### src/rtl/sinc_generator_pkg.sv
// Shared definitions for the periodic sync generator.
// Holds the default counter width and the IDLE/RUN state encoding.
package sinc_generator_pkg;

   localparam int unsigned NB_REG_DEFAULT = 32;

   typedef enum logic {
      ST_IDLE = 1'b0,
      ST_RUN  = 1'b1
   } state_t;

endpackage

### src/rtl/sinc_generator_period_counter.sv
// Loadable phase counter that runs 0..prt-1 and wraps to 0.
// It exposes its next value and a terminal-count flag so the parent can reload its shadow registers.
module period_counter
   import sinc_generator_pkg::*;
#(
   parameter int unsigned NB_REG = NB_REG_DEFAULT
) (
   input  logic              clk,
   input  logic              rst,
   input  logic              i_clr,
   input  logic              i_en,
   input  logic [NB_REG-1:0] i_prt,
   output logic [NB_REG-1:0] o_phase_nxt_c,
   output logic              o_tc_c
);

   logic [NB_REG-1:0] r_phase;
   logic [NB_REG-1:0] w_phase_nxt;

   assign o_tc_c = (r_phase == (i_prt - NB_REG'(1)));

   // Clear has priority; at terminal count the phase wraps, so it never exceeds prt-1.
   always_comb begin
      w_phase_nxt = r_phase;
      if (i_clr) begin
         w_phase_nxt = '0;
      end else if (i_en) begin
         w_phase_nxt = o_tc_c ? '0 : (r_phase + NB_REG'(1));
      end
   end

   always_ff @(posedge clk) begin
      if (!rst) begin
         r_phase <= '0;
      end else begin
         r_phase <= w_phase_nxt;
      end
   end

   assign o_phase_nxt_c = w_phase_nxt;

endmodule

### src/rtl/sinc_generator.sv
// Periodic sync pulse generator: sinc is high for t_q of every prt_q clock cycles.
// Period and width are shadowed at each period boundary, so mid-period input changes wait for the next period.
module sinc_generator
   import sinc_generator_pkg::*;
#(
   parameter int unsigned NB_REG = NB_REG_DEFAULT
) (
   input  logic              clk,
   input  logic              rst,
   input  logic              start,
   input  logic [NB_REG-1:0] PRT_count_wire,
   input  logic [NB_REG-1:0] T_count_wire,
   output logic              sinc
);

   state_t            r_state;
   state_t            w_state_nxt;
   logic [NB_REG-1:0] r_prt;
   logic [NB_REG-1:0] r_t;
   logic [NB_REG-1:0] w_prt_nxt;
   logic [NB_REG-1:0] w_t_nxt;
   logic              r_sinc;
   logic              w_sinc_nxt;
   logic              w_clr;
   logic              w_en;
   logic              w_tc;
   logic [NB_REG-1:0] w_phase_nxt;

   period_counter #(
      .NB_REG (NB_REG)
   ) u_period_counter (
      .clk           (clk),
      .rst           (rst),
      .i_clr         (w_clr),
      .i_en          (w_en),
      .i_prt         (r_prt),
      .o_phase_nxt_c (w_phase_nxt),
      .o_tc_c        (w_tc)
   );

   // Next-state logic; sinc is precomputed from the phase and width that will hold after the edge.
   always_comb begin
      w_state_nxt = r_state;
      w_prt_nxt   = r_prt;
      w_t_nxt     = r_t;
      w_sinc_nxt  = 1'b0;
      w_clr       = 1'b1;
      w_en        = 1'b0;
      case (r_state)
         ST_IDLE: begin
            if (start && (PRT_count_wire != '0)) begin
               w_state_nxt = ST_RUN;
               w_prt_nxt   = PRT_count_wire;
               w_t_nxt     = T_count_wire;
               w_sinc_nxt  = (T_count_wire != '0);
            end
         end
         ST_RUN: begin
            if (!start) begin
               w_state_nxt = ST_IDLE;
            end else begin
               w_clr = 1'b0;
               w_en  = 1'b1;
               if (w_tc) begin
                  w_prt_nxt = PRT_count_wire;
                  w_t_nxt   = T_count_wire;
                  if (PRT_count_wire == '0) begin
                     w_state_nxt = ST_IDLE;
                  end else begin
                     w_sinc_nxt = (T_count_wire != '0);
                  end
               end else begin
                  w_sinc_nxt = (w_phase_nxt < r_t);
               end
            end
         end
         default: begin
            w_state_nxt = ST_IDLE;
         end
      endcase
   end

   always_ff @(posedge clk) begin
      if (!rst) begin
         r_state <= ST_IDLE;
         r_prt   <= '0;
         r_t     <= '0;
         r_sinc  <= 1'b0;
      end else begin
         r_state <= w_state_nxt;
         r_prt   <= w_prt_nxt;
         r_t     <= w_t_nxt;
         r_sinc  <= w_sinc_nxt;
      end
   end

   assign sinc = r_sinc;

endmodule

### config.mk
export PLATFORM = sky130hd
export DESIGN_NAME = sinc_generator
export DESIGN_NICKNAME = d
export VERILOG_FILES = /design/src/rtl/sinc_generator_pkg.sv /design/src/rtl/sinc_generator_period_counter.sv /design/src/rtl/sinc_generator.sv
export SDC_FILE = /design/constraint.sdc
export NUM_CORES = 1
export LEC_CHECK = 0
export ABC_AREA = 1
export BUFFER_PORTS_ARGS = -buffer_cell sky130_fd_sc_hd__buf_2
export CAP_MARGIN = 0
export CORE_MARGIN = 2
export CORE_UTILIZATION = 57
export CTS_BUF_LIST = sky130_fd_sc_hd__clkbuf_16
export CTS_CLUSTER_DIAMETER = 200
export DETAILED_ROUTE_END_ITERATION = 7
export HOLD_SLACK_MARGIN = 0.02
export PLACE_DENSITY = 0.74
export SYNTH_ARGS = -nofsm -noshare
export SYNTH_HDL_FRONTEND = slang
export SYNTH_SLANG_ARGS = --single-unit
### constraint.sdc
create_clock -name clk -period 4.34 [get_ports clk]
set_clock_uncertainty 0.05 [all_clocks]
set_input_delay 0.217 -clock clk [delete_from_list [all_inputs] [get_ports clk]]
set_output_delay 0.217 -clock clk [all_outputs]
set_load 0.02 [all_outputs]
==> flow_metrics.tcl, run 1 <==
set metrics [dict create \
    outcome "finished, final reports clean" \
    viasPerCell 5.08 \
    power_leakage_nw 3.29 \
    hold_depth 3 \
    p_switching_uw 670 \
    max-cap-violations 0 \
    layout_commonest_cell "inv_1" \
    critPathTopFamily "simple AND/OR/NAND/NOR gates" \
    yosysWarnings 0 \
    track_usage 0.255 \
    htreeDepth 3 \
    stdcell_area_um2 7140 \
    pre_cts_slack_ps 669 \
    fp.coreArea_um2 10900 \
    syn-num-nets 1050 \
    dr.pass1.iters 5 \
    ir_drop_mv 0.344 \
    tightest_slew_ps 668 \
    r2r_end "sinc" \
    ys_seq_elements 98 \
    final_util 0.655 \
    worstPathBufferInverterCount 2 \
    grt_pass1_vias 5179 \
    critical_path_depth 23 \
    routed_wl_um 14300 \
    power_frac_clock 0.371 \
    ctsResizeCount 0 \
    layout_setup_ws_ps 640 \
    critPathMostFrequentCell "nor2_1" \
    post_dp_cell_area_um2 6830 \
    drc 0 \
    num_rows 38 \
    cp-startpoint "r_prt[0]" \
    port_buffers 67 \
    fin_nets 1103 \
    fmax_mhz 270 \
    num_vias 5828 \
    overflow 0 \
    grt_pass1_wl_um 24100 \
    hp-class "in -> reg" \
    reg2reg_from "r_prt[0]" \
    postCtsSetupBuffers 0 \
    worstPathCellList "inv_1 > ha_1 > nand2_2 > nor2_4 > nand2_1 > clkinv_1 > nand4_1 > nand2_1 > nand3_1 > nor2_1 > nand3_2 > nand2_2 > nor2_1 > ha_1 > a21oi_1 > nor2_1 > a211oi_1 > o21ai_0 > a221oi_1 > o21ai_0 > nor2_1 > nand2_1 > a21oi_1" \
    n_antenna_cell 0 \
    root_buffer "clkbuf_16" \
    post-route-period-util 0.852 \
    endpoint_kind "flop" \
    drive_gt1_frac 0.123 \
    final_hold_viol_count 0 \
    clkSinkCount 98 \
    async_reset_ff_frac 0 \
    die_area_um2 12100 \
    cp-start-kind "flop" \
    syn_area_um2 6380 \
    hpwl_um 10900 \
    syn_avg_cell_area_um2 6.72 \
    rrSetupSlack_ps 640 \
    cts_buffers 9 \
    avgRoutedWirePerCell_um 12.4 \
    grt_max_degree 129 \
    gp_congestion 0.943 \
    tritoncts "built" \
    syn_inst 950 \
    intPower_mw 1.55 \
    endpoint "sinc" \
    most-common-layout-cells "inv_1, nand2_1, nor2_1" \
    clock_latency_ps 360 \
    antenna_found_initial 0 \
    relSlewSlack 0.550 \
    clockBufferDepth 2 \
    die_w_um 110 \
    io_pins 68 \
    final_max_slew_viol_count 0 \
    synth_edf_count 0 \
    drt_iter0_drc 316 \
    path_clk_slew_ps 70 \
    grt_busiest_layer "met2" \
    met1_usage 0.356 \
    synth_cell_types 35 \
    pwr-share-comb 0.183 \
    p_per_area_nw_per_um2 311 \
    worst-endpoint-arrival_ps 3940 \
    p_seq_frac 0.447 \
    tns_ps 0 \
    gr-usage-met3 0.0533 \
    ys.flop_type "dfxtp_1" \
    syn_to_final_growth_pct 11.8 \
    worstRegToRegCells 23 \
    rsz0062_at_grt "no" \
    slowest_delay_ps 340 \
    setup_viol 0 \
    crit_type "reg -> reg" \
    start_util 0.586 \
    period_minus_slack_ps 3700 \
    fp.dieH_um 110 \
    power_switching_share 0.302 \
    crit_required_ps 4580 \
    yosysSeqAreaShare 0.307 \
    use_met2 0.398 \
    crit_fanout 23 \
    postCtsHoldBufs 0 \
    cp_slowest_cell "nand2_2" \
    ant_nets 0 \
]
[state kept, by name, indices dropped and copies added (netlist names)]
| name | cells |
|---|---|
| r_state | 1 |
| r_prt | 32 |
| sinc | 1 |
| u_period_counter.r_phase | 32 |
| r_t | 32 |
[through the flow]
step,power [mW],hold WS [ps],instances
final,2.22,47.6,1148
after global routing,2.34,46.9,1148
after CTS,2.23,36.5,1148
after detailed placement,1.41,419,1132
after global placement,1.41,415,1132
after floorplan,1.30,295,950
[power groups by stage]
stage	combinational (mW)	clock, mW	sequential [mW]
6_report	0.405	0.823	0.991
5_1_grt	0.473	0.868	0.997
2_1_floorplan	0.306	0	0.998
3_5_place_dp	0.404	0	1.01
4_1_cts	0.407	0.837	0.990
3_3_place_gp	0.400	0	1.01
[Yosys cell counts (5+ instances only)]
master / instances / area, um2
nor2_2: 9 / 56.3
nand3b_1: 8 / 60.1
dfxtp_1: 98 / 1960
clkbuf_1: 14 / 52.6
nand4_1: 29 / 181
nand3_1: 22 / 110
inv_1: 160 / 601
buf_2: 15 / 75.1
nand2_1: 152 / 571
xor2_1: 37 / 324
a21oi_1: 79 / 395
ha_1: 33 / 413
nor4_1: 11 / 68.8
nand2_2: 8 / 50.1
nor2_1: 103 / 387
xnor2_1: 24 / 210
nor3_1: 42 / 210
o21ai_0: 70 / 350
clkinv_1: 5 / 18.8
[layout make-up]
| type | instances | area [um2] |
|---|---|---|
| tap | 140 | 175 |
| inverter | 167 | 627 |
| timing repair buffer | 72 | 398 |
| clock buffer | 9 | 225 |
| clock inverter | 7 | 77.6 |
| sequential | 98 | 1960 |
| multi-input combinational | 655 | 3670 |
| fill | 1052 | 3750 |
[metal layers]
| layer | share of wire | wire [um] | vias up |
|---|---|---|---|
| met5 | 0 | 0 | - |
| met4 | 0.015 | 218 | 0 |
| met3 | 0.046 | 655 | 15 |
| met2 | 0.43 | 6160 | 130 |
| met1 | 0.51 | 7250 | 2521 |
| li1 | - | - | 3162 |
[worst min-delay path: cells and delay by family]
family                 cells  cell delay [ps]
buffers and inverters      2              140
AOI/OAI and AO/OA          1               50
[worst min path at each step]
| stage | start | endpoint | slack (ps) |
|---|---|---|---|
| global placement | T_count_wire[17] | r_t[17] | 410 |
| CTS | T_count_wire[10] | r_t[10] | 40 |
| detailed placement | T_count_wire[10] | r_t[10] | 420 |
| finish | PRT_count_wire[3] | r_prt[3] | 50 |
| floorplan | PRT_count_wire[0] | r_prt[0] | 290 |
| global route | T_count_wire[0] | r_t[0] | 50 |
[kinds of logic (layout without fill, tap and decap cells)]
logic type,count (synthesis),after routing,synth area share
flops,98,98,0.307
fa+ha+maj,33,33,0.0647
compound gates,162,162,0.131
buf+inv,197,255,0.119
xor+xnor,61,61,0.0837
simple gates,399,399,0.293
No activity file was read; power rests on OpenSTA's default activity.
==> inputs of run 2 (changes only) <==
- RECOVER_POWER: default -> 100
==> run 2 against run 1 <==
Combinational power decreased by 1%. Global-route usage unchanged. Count of clock-buffer cells in the layout unchanged. Critical path type unchanged. Sequential share of layout area increased by 0.092 points. Critical endpoint unchanged.
==> flow_metrics.tcl, run 2 (same netlist as run 1, synthesis figures left out) <==
set metrics [dict create \
    postCtsSetupBuffers 0 \
    grt_pass1_wl_um 24100 \
    power_leakage_nw 3.29 \
    die_w_um 110 \
    crit_type "reg -> reg" \
    num_rows 38 \
    ctsResizeCount 0 \
    tightest_slew_ps 1100 \
    layout_commonest_cell "inv_1" \
    htreeDepth 3 \
    layout_setup_ws_ps 552 \
    final_util 0.653 \
    fp.dieH_um 110 \
    crit_fanout 23 \
    gp_congestion 0.943 \
    pre_cts_slack_ps 669 \
    met3_length_um 658 \
    power.total_mw 2.22 \
    rsz0062_at_grt "no" \
    n_antenna_cell 0 \
    period_minus_slack_ps 3790 \
    root_buffer "clkbuf_16" \
    start_util 0.586 \
    cts_buffers 9 \
    final_hold_viol_count 0 \
    drt_iter0_drc 303 \
    io_pins 68 \
    post_dp_cell_area_um2 6830 \
    crit_required_ps 4580 \
    stdcell_area_um2 7110 \
    outcome "finished, final reports clean" \
    antenna_found_initial 0 \
    port_buffers 67 \
    avgRoutedWirePerCell_um 12.4 \
    grt_pass1_vias 5179 \
    routed_wl_um 14300 \
    fmax_mhz 264 \
    overflow 0 \
    final_max_slew_viol_count 0 \
    tritoncts "built" \
    hpwl_um 10900 \
    viasPerCell 5.07 \
    clkSinkCount 98 \
    postCtsHoldBufs 0 \
    die_area_um2 12100 \
    most-common-layout-cells "inv_1, nand2_1, nor2_1" \
    fin_nets 1103 \
    dr.pass1.iters 5 \
    relSlewSlack 0.267 \
    top_layer "met4" \
    grt_max_degree 129 \
    top_regs "r_prt x32, r_t x32, u_period_counter.r_phase x32" \
    tns_ps 0 \
    syn_to_final_growth_pct 11.4 \
    p_per_area_nw_per_um2 311 \
    setup_viol 0 \
    ir_drop_mv 0.343 \
    path_clk_slew_ps 70 \
    clockBufferDepth 2 \
    hp-class "in -> reg" \
    wl_met1_um 7230 \
    post-route-period-util 0.873 \
    ant_nets 0 \
    fp.coreArea_um2 10900 \
    clock_latency_ps 360 \
    worst-endpoint-arrival_ps 4030 \
    num_vias 5820 \
    cp-start-kind "flop" \
    track_usage 0.255 \
    wl_met2_um 6140 \
    endpoint_kind "flop" \
    drive_gt1_frac 0.119 \
    drc 0 \
    max-cap-violations 0 \
]
-- run 2: layer usage --
layer	track usage	vias up
met2	0.398	116
met1	0.356	2526
li1	-	3163
met4	0.0669	0
met5	0	-
met3	0.0533	15
-- run 2: cell type report --
class                   instances  area (um2)
clock buffers                   9         225
clock inverters                 7        77.6
fillers                      1056        3770
inverters                     167         627
multi-input cells             655        3660
flip-flops and latches         98        1960
well taps                     140         175
repair buffers                 72         384
-- run 2: metrics by stage --
stage	hold WS (ps)	std cells
after floorplan	295	950
after global placement	415	1132
after detailed placement	419	1132
after CTS	36.5	1148
after global routing	46.9	1148
final	46.5	1148
-- run 2: critical path, stage by stage (launching register included) --
cell and delay, ps:
dfxtp_1 320, inv_1 110, ha_1 200, nand2_1 150, nor2_4 270, nand2_1 160, clkinv_1 90, nand4_1 70
nand2_1 70, nand2_1 40, inv_1 40, nand2_1 40, nor2_1 120, nand3_1 150, nand2_2 360, nor2_1 110
ha_1 310, a21oi_1 150, nor2_1 50, a211oi_1 150, o21ai_0 110, a221oi_1 240, o21ai_0 120, nor2_1 100
nand2_1 60, a21oi_1 100
-- run 2: report_power, final --
part           switching (mW)  internal (mW)  total (mW)  leakage [nW]
registers              0.0438          0.947       0.991         0.805
logic                   0.254          0.147       0.401          2.33
clock network           0.371          0.453       0.824         0.152
total                   0.669           1.55        2.22          3.29
-- run 2: worst paths after layout --
kind / end / startpoint / depth (start not counted) / slack [ps]
setup / recovery: sinc / r_prt[0] / 25 / 550
hold / removal: r_prt[3] / PRT_count_wire[3] / 3 / 50
setup reg to reg: sinc / r_prt[0] / 25 / 550
hold reg to reg: r_t[2] / r_t[2] / 2 / 490
==> inputs of run 3 (changes only) <==
- ABC_AREA: 1 -> default
==> run 3 against run 2 <==
Sequential share of layout area shrank 1.2 points. Wire length increased by 8.5%. Maximum frequency shrank 10%. Largest cell class unchanged.
==> flow_metrics.tcl, run 3 <==
set metrics [dict create \
    cp-start-kind "flop" \
    drive_gt1_frac 0.199 \
    post-route-period-util 0.973 \
    routed_wl_um 15500 \
    die_w_um 109 \
    yosysTopAreaCell "dfxtp_1" \
    endpoint_kind "flop" \
    holdCritStartpoint "T_count_wire[1]" \
    yosysMostFrequentCell "nand2_1" \
    hp-class "in -> reg" \
    crit_fanout 5 \
    fin_nets 959 \
    hpwl_um 11300 \
    drt_iter0_drc 399 \
    most-common-layout-cells "nand2_1, dfxtp_1, nor2_1" \
    placed_cells 984 \
    layout_setup_ws_ps 119 \
    fp.dieH_um 109 \
    synth_area_leaders "dfxtp_1, mux2i_1, nand2_1" \
    crit_required_ps 4560 \
    p_per_area_nw_per_um2 312 \
    cp_slowest_cell "or4_1" \
    grt_pass1_vias 5314 \
    crit_type "reg -> reg" \
    grt_pass1_wl_um 24800 \
    ys_seq_elements 98 \
    gp_congestion 0.904 \
    path_clk_slew_ps 70 \
    htreeDepth 3 \
    final_hold_viol_count 0 \
    slowest_delay_ps 570 \
    fp.coreArea_um2 10800 \
    max-cap-violations 0 \
    synthTopCellsByCount "nand2_1, dfxtp_1, nor2_1" \
    ant_nets 0 \
    clkSinkCount 98 \
    clockBufferDepth 2 \
    synthDominantCellAreaShare 0.312 \
    ys.flop_type "dfxtp_1" \
    n_antenna_cell 0 \
    layout_commonest_cell "nand2_1" \
    worstRegToRegCells 18 \
    top_regs "r_prt x32, r_t x32, u_period_counter.r_phase x32" \
    ir_drop_mv 0.337 \
    avgRoutedWirePerCell_um 15.4 \
    syn_area_um2 6290 \
    layout.cells.non_filler 1004 \
    synth_edf_count 0 \
    num_vias 5536 \
    port_buffers 67 \
    min_to "r_t[1]" \
    track_usage 0.269 \
    tns_ps 0 \
    syn_avg_cell_area_um2 8.13 \
    syn_to_final_growth_pct 18.3 \
    pre_cts_slack_ps -137 \
    setup_viol 0 \
    fmax_mhz 237 \
    dr.pass1.iters 5 \
    relSlewSlack 0.493 \
    outcome "finished, final reports clean" \
    async_reset_ff_frac 0 \
    overflow 0 \
    antenna_found_initial 0 \
    tightest_slew_ps 754 \
    viasPerCell 5.51 \
    rsz0062_at_grt "yes" \
    power.total_mw 2.32 \
    power_leakage_nw 3.00 \
    clock_latency_ps 360 \
    io_pins 68 \
    tritoncts "built" \
    hold_depth 3 \
    drc 0 \
    final_max_slew_viol_count 0 \
    die_area_um2 11900 \
    period_minus_slack_ps 4220 \
    cts_buffers 9 \
    start_util 0.583 \
    num_rows 38 \
    yosysSeqAreaShare 0.312 \
    synth_cell_types 61 \
    syn_inst 774 \
    grt_max_degree 70 \
    yosysWarnings 0 \
    worst-endpoint-arrival_ps 4440 \
    rrSetupSlack_ps 120 \
    r2r_end "sinc" \
    root_buffer "clkbuf_16" \
    worstPathCellList "buf_4 > or4_1 > nor3_2 > o21ai_0 > a31oi_1 > nor4_2 > buf_4 > a41oi_4 > nand2_2 > nor2_2 > ha_1 > a21o_1 > a21o_1 > a221oi_4 > a21oi_2 > o31ai_2 > a21oi_1 > o32ai_1" \
    whs_ps 58.0 \
    reg2reg_from "r_prt[0]" \
    syn-num-nets 874 \
]
-- run 3: changes by cell type in the layout (fill, tap and decap cells not counted), moves of 30 or more --
| cell | delta |
|---|---|
| buf_4 | +41 |
| o21ai_0 | -62 |
| mux2i_1 | +64 |
| nor3_1 | -30 |
| a21oi_1 | -65 |
| inv_1 | -120 |
-- run 3: power by group --
part / total (mW) / switching [mW] / internal [mW]
Clock: 0.886 / 0.374 / 0.511
Sequential: 0.973 / 0.0348 / 0.938
Combinational: 0.464 / 0.247 / 0.217
-- run 3: cell type report --
type / count / area, um2
Fill cell: 889 / 3350
Clock inverter: 7 / 98.8
Inverter: 42 / 158
Tap cell: 140 / 175
Timing Repair Buffer: 115 / 733
Clock buffer: 9 / 225
Multi-Input combinational cell: 593 / 4090
Sequential cell: 98 / 1960
-- run 3: cells by family (layout without fill, tap and decap cells) --
kind of cell	after synthesis	count (layout)	share of synthesized area
adders and majority gates	33	33	0.0656
buffers and inverters	83	173	0.0686
xor gates and xnor gates	69	69	0.0982
and+or+nand+nor	366	366	0.287
AOI/OAI and AO/OA	60	60	0.0658
muxes	65	65	0.103
DFF	98	98	0.312
-- run 3: repair_timing --
item | 4_1_cts | 5_1_grt
buffers inserted | 0 | 4
resized for setup | 5 | 40
pin swaps | 2 | 22
hold buffers | 0 | 0
endpoints found under the setup margin | 1 | 1
-- run 3: worst max path at each step --
stage / slack [ps] / cells past startpoint / to / startpoint
finish: 120 / 18 / sinc / r_prt[0]
global route: -70 / 19 / sinc / r_prt[5]
CTS: 8 / 20 / sinc / r_prt[0]
detailed placement: -140 / 19 / sinc / r_prt[0]
global placement: 4 / 19 / sinc / r_prt[0]
floorplan: 50 / 20 / sinc / r_prt[0]
-- run 3: metrics by stage --
| step | util | instance area, um2 |
|---|---|---|
| floorplan | - | 6300 |
| finish | 0.690 | 7450 |
| detailed placement | 0.639 | 6900 |
| global route | 0.690 | 7450 |
| global placement | 0.639 | 6900 |
| CTS | 0.671 | 7240 |
-- run 3: metal layers --
metal	track usage	share of wire
met5	0	0
met2	0.457	0.47
met1	0.341	0.47
met3	0.0604	0.043
met4	0.0751	0.014
-- run 3: critical path, delay by kind of cell, from the launching register on --
family,cells,cell delay (ps)
AO/OA/AOI/OAI,10,2120
AND/OR/NAND/NOR,5,1090
flip-flops,1,330
buffers and inverters,2,300
adder cells (fa/ha/maj),1,260
